--- src/rtl/sym_counter_pkg.sv ---
// Shared digit type, 7-segment constants and the palindrome test used by
// the SymCounter game.
package sym_counter_pkg;

    typedef logic [3:0] bcd_t;

    localparam logic [6:0] SEG_BLANK = 7'h7F;

    // Active-low {g,f,e,d,c,b,a} patterns, indexed by decimal digit.
    localparam logic [6:0] SEG_LUT [10] = '{
        7'b1000000, 7'b1111001, 7'b0100100, 7'b0110000, 7'b0011001,
        7'b0010010, 7'b0000010, 7'b1111000, 7'b0000000, 7'b0010000
    };

    function automatic logic is_sym(input logic [15:0] count);
        return (count[15:12] == count[3:0]) && (count[11:8] == count[7:4]);
    endfunction

endpackage

--- src/rtl/btn_debounce.sv ---
// Synchronizes one raw pushbutton, debounces it and emits a single-cycle
// pulse when the accepted level rises.
module btn_debounce #(
    parameter int DEBOUNCE_CYCLES = 1_000_000
) (
    input  logic Clk100M,
    input  logic rst,
    input  logic raw,
    output logic level,
    output logic rise_pulse
);

    localparam int CW = $clog2(DEBOUNCE_CYCLES + 1);
    localparam logic [CW-1:0] LAST_COUNT = CW'(DEBOUNCE_CYCLES - 1);

    logic          syncMeta;
    logic          syncLevel;
    logic          levelPrev;
    logic [CW-1:0] stableCnt;

    // The run counter restarts whenever the synchronized input agrees with the
    // accepted level, so only an unbroken disagreement changes the level.
    always_ff @(posedge Clk100M) begin
        if (rst) begin
            syncMeta   <= 1'b0;
            syncLevel  <= 1'b0;
            level      <= 1'b0;
            levelPrev  <= 1'b0;
            rise_pulse <= 1'b0;
            stableCnt  <= '0;
        end else begin
            syncMeta  <= raw;
            syncLevel <= syncMeta;
            if (syncLevel != level) begin
                if (stableCnt == LAST_COUNT) begin
                    level     <= syncLevel;
                    stableCnt <= '0;
                end else begin
                    stableCnt <= stableCnt + CW'(1);
                end
            end else begin
                stableCnt <= '0;
            end
            levelPrev  <= level;
            rise_pulse <= level & ~levelPrev;
        end
    end

endmodule

--- src/rtl/sym_counter_game.sv ---
// SymCounter top level: two debounced buttons step a 4-digit BCD counter shown
// on a multiplexed 7-segment display; all decimal points light on palindromes.
module sym_counter_game #(
    parameter int DEBOUNCE_CYCLES = 1_000_000,
    parameter int REFRESH_BITS    = 18
) (
    input  logic       Clk100M,
    input  logic       btnS,
    input  logic       btnU,
    input  logic       btnD,
    output logic [7:0] seg,
    output logic [3:0] an
);

    import sym_counter_pkg::*;

    logic                    upLevel;
    logic                    downLevel;
    logic                    upPulse;
    logic                    downPulse;
    logic                    unusedLevels;
    logic [15:0]             count;
    logic [15:0]             incCount;
    logic [15:0]             decCount;
    logic                    upCarry;
    logic                    downBorrow;
    logic                    sym;
    logic [REFRESH_BITS-1:0] scan;
    logic [1:0]              sel;
    bcd_t                    shownDigit;
    logic [6:0]              segBits;

    btn_debounce #(.DEBOUNCE_CYCLES(DEBOUNCE_CYCLES)) upButton (
        .Clk100M    (Clk100M),
        .rst        (btnS),
        .raw        (btnU),
        .level      (upLevel),
        .rise_pulse (upPulse)
    );

    btn_debounce #(.DEBOUNCE_CYCLES(DEBOUNCE_CYCLES)) downButton (
        .Clk100M    (Clk100M),
        .rst        (btnS),
        .raw        (btnD),
        .level      (downLevel),
        .rise_pulse (downPulse)
    );

    assign unusedLevels = upLevel ^ downLevel;

    // Ripple decimal carry/borrow from the ones digit upward; this gives the
    // 9999->0000 and 0000->9999 wraps for free.
    always_comb begin
        incCount   = count;
        decCount   = count;
        upCarry    = 1'b1;
        downBorrow = 1'b1;
        for (int i = 0; i < 4; i++) begin
            if (upCarry) begin
                if (count[4*i +: 4] == 4'd9) begin
                    incCount[4*i +: 4] = 4'd0;
                end else begin
                    incCount[4*i +: 4] = count[4*i +: 4] + 4'd1;
                    upCarry            = 1'b0;
                end
            end
            if (downBorrow) begin
                if (count[4*i +: 4] == 4'd0) begin
                    decCount[4*i +: 4] = 4'd9;
                end else begin
                    decCount[4*i +: 4] = count[4*i +: 4] - 4'd1;
                    downBorrow         = 1'b0;
                end
            end
        end
    end

    assign sym = is_sym(count);
    assign sel = scan[REFRESH_BITS-1 -: 2];

    always_comb begin
        case (sel)
            2'd0:    shownDigit = count[3:0];
            2'd1:    shownDigit = count[7:4];
            2'd2:    shownDigit = count[11:8];
            default: shownDigit = count[15:12];
        endcase
        segBits = SEG_BLANK;
        for (int i = 0; i < 10; i++) begin
            if (shownDigit == bcd_t'(i)) begin
                segBits = SEG_LUT[i];
            end
        end
    end

    // Simultaneous up and down presses cancel out.
    always_ff @(posedge Clk100M) begin
        if (btnS) begin
            count <= '0;
            scan  <= '0;
            seg   <= 8'hFF;
            an    <= 4'hF;
        end else begin
            scan <= scan + REFRESH_BITS'(1);
            an   <= ~(4'b0001 << sel);
            seg  <= {~sym, segBits};
            if (upPulse && !downPulse) begin
                count <= incCount;
            end else if (downPulse && !upPulse) begin
                count <= decCount;
            end
        end
    end

endmodule

--- config.mk ---
export PLATFORM = sky130hd
export DESIGN_NAME = sym_counter_game
export DESIGN_NICKNAME = d
export VERILOG_FILES = /design/src/rtl/sym_counter_pkg.sv /design/src/rtl/btn_debounce.sv /design/src/rtl/sym_counter_game.sv
export SDC_FILE = /design/constraint.sdc
export NUM_CORES = 1
export LEC_CHECK = 0
export CAP_MARGIN = 10
export CORE_ASPECT_RATIO = 1.75
export CORE_MARGIN = 2
export CORE_UTILIZATION = 40
export DETAILED_ROUTE_END_ITERATION = 16
export GPL_ROUTABILITY_DRIVEN = 0
export SLEW_MARGIN = 15
export SYNTH_ARGS = -nofsm -noshare
export SYNTH_HDL_FRONTEND = slang
export SYNTH_SLANG_ARGS = --single-unit
--- constraint.sdc ---
create_clock -name Clk100M -period 3.7 [get_ports Clk100M]
set_input_delay 0.74 -clock Clk100M [delete_from_list [all_inputs] [get_ports Clk100M]]
set_output_delay 0.74 -clock Clk100M [all_outputs]
set_load 0.01 [all_outputs]
======== Word level (Yosys, flattened, before mapping) ========
Cells that the tools add are included.
storage, ports and cells
  bits of input ports ..................... 4
  bits in registers ....................... 96
  word-level logic and storage cells ...... 124
operators by class
  $add $sub $neg .......................... 11
  equality and inequality tests ........... 24
  shifts and indexed selects .............. 1
  multiplexer cells ....................... 37
  bitwise logic cells ..................... 8
  reductions and logical operators ........ 23
operators with widths
  kind                                                 number
  2-to-1 mux 7 bit                                     9
  2-to-1 mux 4 bit                                     14
  adder 20 x 1 -> 20 bit, second input constant        2
  equality test 20 bit, second input constant          2
  2-to-1 mux 16 bit                                    2
  equality test 4 bit, second input constant           6
  zero test 4 bit                                      5
  adder 18 x 1 -> 18 bit, second input constant        1
  adder 4 x 1 -> 4 bit, second input constant          4
  equality test 4 x 3 -> 1 bit, second input constant  4
  subtractor 4 x 1 -> 4 bit, second input constant     4
  one-hot mux 4 bit (3 select lines)                   1
  2-to-1 mux 1 bit                                     10
  AND reduction 3 bit                                  3
  equality test 4 x 2 -> 1 bit, second input constant  2
  equality test 4 bit                                  2
  nonzero test 2 bit                                   4
  2-to-1 mux 6 bit                                     1
  != test 2 x 1 -> 1 bit, second input constant        3
  OR reduction 3 bit                                   2
  NOT 1 bit                                            5
  equality test 4 x 1 -> 1 bit, second input constant  1
  NOT 4 bit                                            1
  AND reduction 2 bit                                  2
  9 further kinds                                      14

======== Logic depth before layout (Yosys ltp) ========
Gate-level depths: netlist of the first run.
  depth in word-level cells ............... 13
  mapped depth ............................ 9

======== Cells and area by module ========
Synthesis of the first run repeated with hierarchy kept, for this count alone.
unflattened totals
  cell total of the unflattened synthesis .. 548
  area, all modules ....................... 4720.8 sq um
modules (own cells, without submodules)
  module            instances  sequential area each (sq um)  cells each  area each (sq um)
  sym_counter_game  1          920.9                         310         2571.2
  btn_debounce      2          500.5                         119         1074.8

======== Worst setup path before layout of the first run ========
No wires, ideal clock.
  kind .................................... flip-flop to flip-flop
  from .................................... reg downButton.rise_pulse
  to ...................................... reg count[14]
  period minus slack after synthesis ...... 2.124 ns
  arrival ................................. 2.050 ns
  library setup time ...................... 0.074 ns
  cell stages (with the launch flop) ...... 8
  required time ........................... 3.626 ns
  setup slack ............................. 1.576 ns
  cells stage by stage .................... dfxtp_1 -> inv_1 -> ha_1 -> clkbuf_1 -> or3_1 -> a21o_1 -> or4b_1 -> a31oi_1
between the ends
  longest elaborated chain between the ends .. 4
  elaborated cells between the ends (all ways) .. 8
  those cells by class .................... 1 x eq/ne; 1 x mux; 6 x reduce/logical
RTL lines
  element                                                                        line                     text
  start, declared                                                                btn_debounce.sv:10       output logic rise_pulse
  start signal, assigned                                                         btn_debounce.sv:45       rise_pulse <= level & ~levelPrev;
  zero test 1 bit                                                                sym_counter_game.sv:107  if (upPulse && !downPulse) begin
  logical AND 1 bit                                                              sym_counter_game.sv:107
  != test 2 x 1 -> 1 bit (no line) / nonzero test 2 bit (equally long branches)  -
  AND reduction 3 bit (no line)                                                  -
  end signal, assigned                                                           sym_counter_game.sv:108  count <= incCount;
  end signal, assigned                                                           sym_counter_game.sv:110  count <= decCount;
  end, declared                                                                  sym_counter_game.sv:22   logic [15:0] count;
Several ways; a longest one is shown, not always the timed one.
A chain may end at the register's enable or synchronous reset.

======== Worst setup path in the final report of the first run ========
Ends and elaborated chain as after synthesis.

==> summary.txt, run 1 <==
Global route
  – All-layer global routing usage: 16.17%
  – GR Overflow Total: 0
  – Initial antenna violation count: 0
  – Vias in the first global route: about 3600
  – First-pass GRT wire length: around 17000 µm
  – Largest net degree at the start of global routing: 40

STA
  – RSZ-0062 raised after global routing: false
  – Setup violators final: 0
  – Final period util: 64.02%
  – Max-slew violations: 0
  – Rel. slew slack: between 40% and 50%
  – Hold Violations, Final: 0
  – Layout Skew: roughly 0.0094 ns
  – Worst Setup Slack, final: 1.331 ns
  – Fmax: roughly 420 MHz
  – Worst-Margin Slew: 0.8054 ns
  – Fin crit period: 2.369 ns
  – Setup TNS: 0 ns

Route
  – WL/cell: 14.22 µm
  – Initial detailed-routing violation count: 214
  – Pre-antenna DRT Iters: 10
  – DRT Wirelength: between 9000 and 10000 µm
  – ANT nets after route: 0
  – Post-route DRC: 2
  – Via/cell ratio: 5.684
  – DR vias: between 3000 and 4000

Floorplanning
  – Die area: between 0.01 and 0.015 mm²
  – Die outline height: 147.1 µm
  – Die X: 85.77 µm
  – Boundary pin count: 16
  – Core area: 0.01152 mm²
  – Initial Util: about two fifths
  – # rows: 52

Run status
  – Violated checks: design-rule violations
  – Status: finished with violations

Logic synthesis
  – Synth warn: 0
  – Async set-or-reset flop fraction in the synthesized netlist: 0%
  – Compound-gate portion of the synthesized area: 15.24%
  – Top cells by area, synth: dfxtp_1, xor2_1, xnor2_1, nor2_1, a21oi_1
  – Yosys top cell by area: dfxtp_1
  – Post-Syn Area: roughly 0.0047 mm²
  – Share of synthesized area spent on multiplexers: under 10%
  – Number of synthesized flops with an enable pin: 0
  – Syn Inst Count: 546
  – Post-Syn Nets: 554
  – Synth cell types: 55
  – Yosys reg bits: 96
  – Xor/xnor share of the synthesized area: 9.730%
  – Post-synthesis sequential area ratio: 41.06%
  – Predominant post-synthesis flop cell: dfxtp_1
  – Area fraction of the dominant cell type after synthesis: 41.06%
  – Synth Area in Adders: 1.069%
  – Largest family of logic cells by synthesized area: simple AND/OR/NAND/NOR gates
  – Mean Syn Cell Area: 8.573 µm²
  – Simple-Gate Fraction of Synth Area: a little over a quarter

CTS
  – Post-CTS sizing: 0
  – Clock Pin Slew Worst Setup and Hold Paths: 0.07 ns
  – Setup Buffers After CTS: 0
  – Hold buffers post-CTS: 0
  – Max clock buf depth: 2
  – # clock sinks: 96
  – Clock Root Buffer: clkbuf_16
  – H-Tree Depth: 3
  – Clk_lat worst skew: ~0.35 ns
  – TritonCTS buffer count: 9
  – CTS tree: built

Setup path
  – CP required: a little under 4 ns
  – Worst Setup Path Type: flip-flop to flip-flop
  – Setup slack, reg-to-reg: 1.33 ns
  – Slowest CP cell: or4b_1
  – Arr. time, crit path: 2.64 ns
  – CP Max Fanout: 17
  – Startpoint types: flip-flop
  – Worst path max stage delay: 0.58 ns
  – WP buf/inv: 1
  – Crit path max-delay family: simple AND/OR/NAND/NOR gates
  – Crit path cell chain: inv_1, ha_1, or3_1, a21o_1, or4b_1, a31oi_1
  – Crit. End Element: flip-flop

Placement
  – Setup WS pre-CTS: 1.344 ns
  – Final HPWL DP: 6569 µm
  – Placed Area: 0.004866 mm²
  – Quantity of I/O buffers inserted on ports: 15

Power
  – Max VDD drop: 0.2733 mV
  – Power density cells: 399.1 mW/mm²
  – Leakage: between 1.5 and 2 nW

Layout
  – Number of diodes: 0
  – Final instance area: 0.005177 mm²
  – Layout cells sized above 1: 5.709%
  – Area Growth Syn to Fin: 10.61%
  – Final #Nets: 546

Flow run
  – Max-cap viol count: 0

Hold path
  – Class of the tightest hold or removal check: flip-flop to flip-flop
area by class of cell:
type / count / area [µm²]
clock buffer: 9 / 225.2
clock inverter: 7 / 86.33
timing repair buffer: 18 / 167.7
fill: 1161 / 6339
inverter: 15 / 56.30
multi-input combinational: 398 / 2551
tap: 135 / 168.9
sequential: 96 / 1922
synth_stat cells (all sizes together), types with 6 or more instances:
library cell	n
buf	9
xnor2	25
and2	6
dfxtp	96
and4	6
or3	20
nor3	10
or4	18
o21ai	32
nand3	27
nand4	18
clkbuf	28
and3	9
a21oi	38
xor2	27
o31ai	15
nand2	19
nor2	55
inv	15
nor2b	14
state kept, by name, summed over array words and instances, names as in the netlist:
register / flops
an: 4
count: 16
downButton.level: 1
downButton.levelPrev: 1
downButton.rise_pulse: 1
downButton.stableCnt: 20
downButton.syncLevel: 1
downButton.syncMeta: 1
scan: 18
seg: 8
upButton.level: 1
upButton.levelPrev: 1
upButton.rise_pulse: 1
upButton.stableCnt: 20
upButton.syncLevel: 1
upButton.syncMeta: 1
report_power, final:
group	switching, W	internal (W)
clock network	0.000437	0.000539
registers	0.00000464	0.00104
logic	0.0000244	0.0000190
logic make-up (layout without fill, tap and decap cells):
kind of cell,count (synthesis),in the layout
XOR/XNOR,52,52
flip-flops,96,96
adder cells (fa/ha/maj),4,4
AND/OR/NAND/NOR,222,222
multiplexers,5,5
AO/OA/AOI/OAI,115,115
buffers and inverters,52,49
cell usage in the layout, fill, tap and decap left out, types with 6 or more instances in the layout:
cell type,count
nand4_1,18
nand3_1,27
and2_1,6
inv_1,15
o21ai_0,29
nor2b_1,14
or3_1,20
xor2_1,27
nor3_1,10
o31ai_1,15
dfxtp_1,96
a21oi_1,38
clkbuf_16,9
clkdlybuf4s50_1,14
nor2_1,55
xnor2_1,25
or4_1,17
and3_1,9
nand2_1,19
metal layers:
| metal | global-route usage (%) | vias to the layer above | routed length, µm |
|---|---|---|---|
| met1 | 18.49 | 1840 | 4129 |
| met4 | 6.270 | 0 | 129 |
| met3 | 3.483 | 9 | 241 |
| li1 | - | 1957 | - |
| met5 | 0 | - | 0 |
| met2 | 28.83 | 48 | 5139 |
final timing paths:
| path | from | cells after the start | end |
|---|---|---|---|
| setup / recovery | downButton.rise_pulse$_SDFF_PP0_ | 6 | count[14]$_SDFFE_PP0P_ |
| hold / removal | downButton.levelPrev$_SDFF_PP0_ | 1 | downButton.rise_pulse$_SDFF_PP0_ |
| setup reg to reg | downButton.rise_pulse$_SDFF_PP0_ | 6 | count[14]$_SDFFE_PP0P_ |
| hold reg to reg | downButton.levelPrev$_SDFF_PP0_ | 1 | downButton.rise_pulse$_SDFF_PP0_ |
stage by stage:
step / util (%) / total power [W] / hold slack (ns) / std cells
after global placement: 42.25 / 0.001115 / 0.3784 / 662
after CTS: 44.96 / 0.002096 / 0.3884 / 678
after global routing: 44.96 / 0.002139 / 0.3957 / 678
after detailed placement: 42.25 / 0.001116 / 0.3748 / 662
after floorplan: - / 0.001096 / 0.3674 / 546
final: 44.96 / 0.002066 / 0.3829 / 678
No activity file was read; power rests on OpenSTA's default activity.
==> inputs of run 2 (changes only) <==
Clock period 3.7 ns to 2.32 ns, I/O delays scaled along.
==> run 2 against run 1 <==
The run now ends clean. Routed wire length is 1.6% lower. Largest power group unchanged. Clock power grew 45%. Worst setup slack got worse by 1.2 ns. Final cell count grew 2.2%. Highest routed layer unchanged.
==> summary.txt, run 2 (synthesis results as in run 1) <==
STA
  – Setup TNS: 0 ns
  – Setup violators final: 0
  – RSZ-0062 raised after global routing: false
  – Fin crit period: roughly 2.2 ns
  – Min Hold Slack: between 0.3 and 0.4 ns
  – Layout Skew: 0.007207 ns
  – Fmax: 464.1 MHz
  – Hold Violations, Final: 0
  – Final period util: 92.87%
  – Max-slew violations: 0
  – Rel. slew slack: between 50% and 60%
  – Worst-Margin Slew: 0.6027 ns

Power
  – Switch Pwr: 0.0007185 W
  – Flop pwr share: 52.8%
  – Leakage: 1.720 nW
  – P_int: 0.002444 W
  – Gate power share: 2.2%
  – Total power: 0.003162 W
  – Power density cells: ~600 mW/mm²
  – Max VDD drop: 0.3896 mV
  – Clock Power Share: between 40% and 50%
  – Sw frac: 22.72%

Layout
  – Final #Nets: 561
  – Number of diodes: 0
  – Finished Core Util: a little under half
  – Most common cell after layout, fill and taps aside: dfxtp_1
  – FF/Latch Area: between 0.0015 and 0.002 mm²
  – Fillers: about 1100
  – Layout cells sized above 1: approximately 8.2%
  – Regs by FF count: downButton.stableCnt (20), upButton.stableCnt (20), scan (18)
  – Area taken by multi-input logic gates: ~0.0026 mm²
  – Area Growth Syn to Fin: 12.75%
  – Most frequent cells in the layout: dfxtp_1, nor2_1, a21oi_1, o21ai_0

CTS
  – Post-CTS sizing: 0
  – H-Tree Depth: 3
  – Setup Buffers After CTS: 0
  – Hold buffers post-CTS: 0
  – # clock sinks: 96
  – Clk_lat worst skew: ~0.34 ns
  – Clock Root Buffer: clkbuf_16
  – Max clock buf depth: 2
  – Clock Pin Slew Worst Setup and Hold Paths: 0.07 ns
  – TritonCTS buffer count: 9
  – CTS tree: built

Route
  – Top routing layer in use: met4
  – Pre-antenna DRT Iters: 6
  – DRT Wirelength: roughly 9500 µm
  – ANT nets after route: 0
  – Post-route DRC: 0
  – Initial detailed-routing violation count: 140
  – Metal3 WL: about 200 µm
  – DR vias: 3865
  – M1 wire length: between 4000 and 5000 µm
  – Met2 Wirelength: roughly 5000 µm
  – Via/cell ratio: ~5.6
  – WL/cell: approximately 14 µm

Placement
  – Final HPWL DP: 6790 µm
  – Quantity of I/O buffers inserted on ports: 15

Setup path
  – Crit. End Element: flip-flop
  – Arr. time, crit path: 2.43 ns
  – Startpoint types: flip-flop
  – CP Max Fanout: 12
  – CP required: 2.59 ns
  – Worst Setup Path Type: flip-flop to flip-flop

Floorplanning
  – Die X: 85.77 µm
  – Initial Util: 40.65%
  – Die area: ~0.013 mm²
  – Boundary pin count: 16
  – Core area: 0.01152 mm²
  – # rows: 52
  – Die outline height: 147.1 µm

Global route
  – Initial antenna violation count: 0
  – Vias in the first global route: 3756
  – Largest net degree at the start of global routing: 25
  – First-pass GRT wire length: 16730 µm
  – GR Overflow Total: 0
  – All-layer global routing usage: 16.18%

Run status
  – Status: complete, no violations

Flow run
  – Max-cap viol count: 0

Hold path
  – Class of the tightest hold or removal check: flip-flop to flip-flop
[run 2: per-stage QoR]
stage | cell area, µm² | setup slack (ns) | std cells
after floorplan | 4681 | 0.1960 | 546
final | 5278 | 0.1655 | 693
after detailed placement | 4991 | 0.08232 | 677
after global routing | 5278 | 0.03384 | 693
after global placement | 4991 | 0.2002 | 677
after CTS | 5278 | 0.05398 | 693
[run 2: critical path: stages, from the launching register on]
cell	delay, ns
dfxtp_1	0.31
inv_1	0.04
ha_1	0.27
or3_1	0.45
a21o_1	0.30
or4b_1	0.55
a31oi_1	0.16
[run 2: worst paths after layout]
check	start	to	cells past startpoint	slack, ns
max	downButton.rise_pulse$_SDFF_PP0_	count[14]$_SDFFE_PP0P_	6	0.17
min	downButton.levelPrev$_SDFF_PP0_	downButton.rise_pulse$_SDFF_PP0_	1	0.40
max reg2reg	downButton.rise_pulse$_SDFF_PP0_	count[14]$_SDFFE_PP0P_	6	0.17
min reg2reg	downButton.levelPrev$_SDFF_PP0_	downButton.rise_pulse$_SDFF_PP0_	1	0.40
[run 2: layout make-up]
type	instances	area share [%]
Timing Repair Buffer	33	5.548
Inverter	15	1.067
Tap cell	135	3.201
Clock inverter	7	1.162
Sequential cell	96	36.42
Multi-Input combinational cell	398	48.34
Clock buffer	9	4.267
[run 2: routing by layer]
| layer | track usage [%] | vias to the layer above |
|---|---|---|
| met2 | 29.06 | 49 |
| met4 | 7.222 | 0 |
| met5 | 0 | - |
| li1 | - | 1993 |
| met1 | 18.18 | 1809 |
| met3 | 3.034 | 14 |
[run 2: power groups by stage]
| stage | clock network, W | registers [W] | logic [W] |
|---|---|---|---|
| 2_1_floorplan | 0 | 0.00171 | 0.0000363 |
| 3_3_place_gp | 0 | 0.00171 | 0.0000716 |
| 3_5_place_dp | 0 | 0.00171 | 0.0000720 |
| 4_1_cts | 0.00147 | 0.00167 | 0.0000725 |
| 5_1_grt | 0.00156 | 0.00167 | 0.0000791 |
| 6_report | 0.00142 | 0.00167 | 0.0000706 |
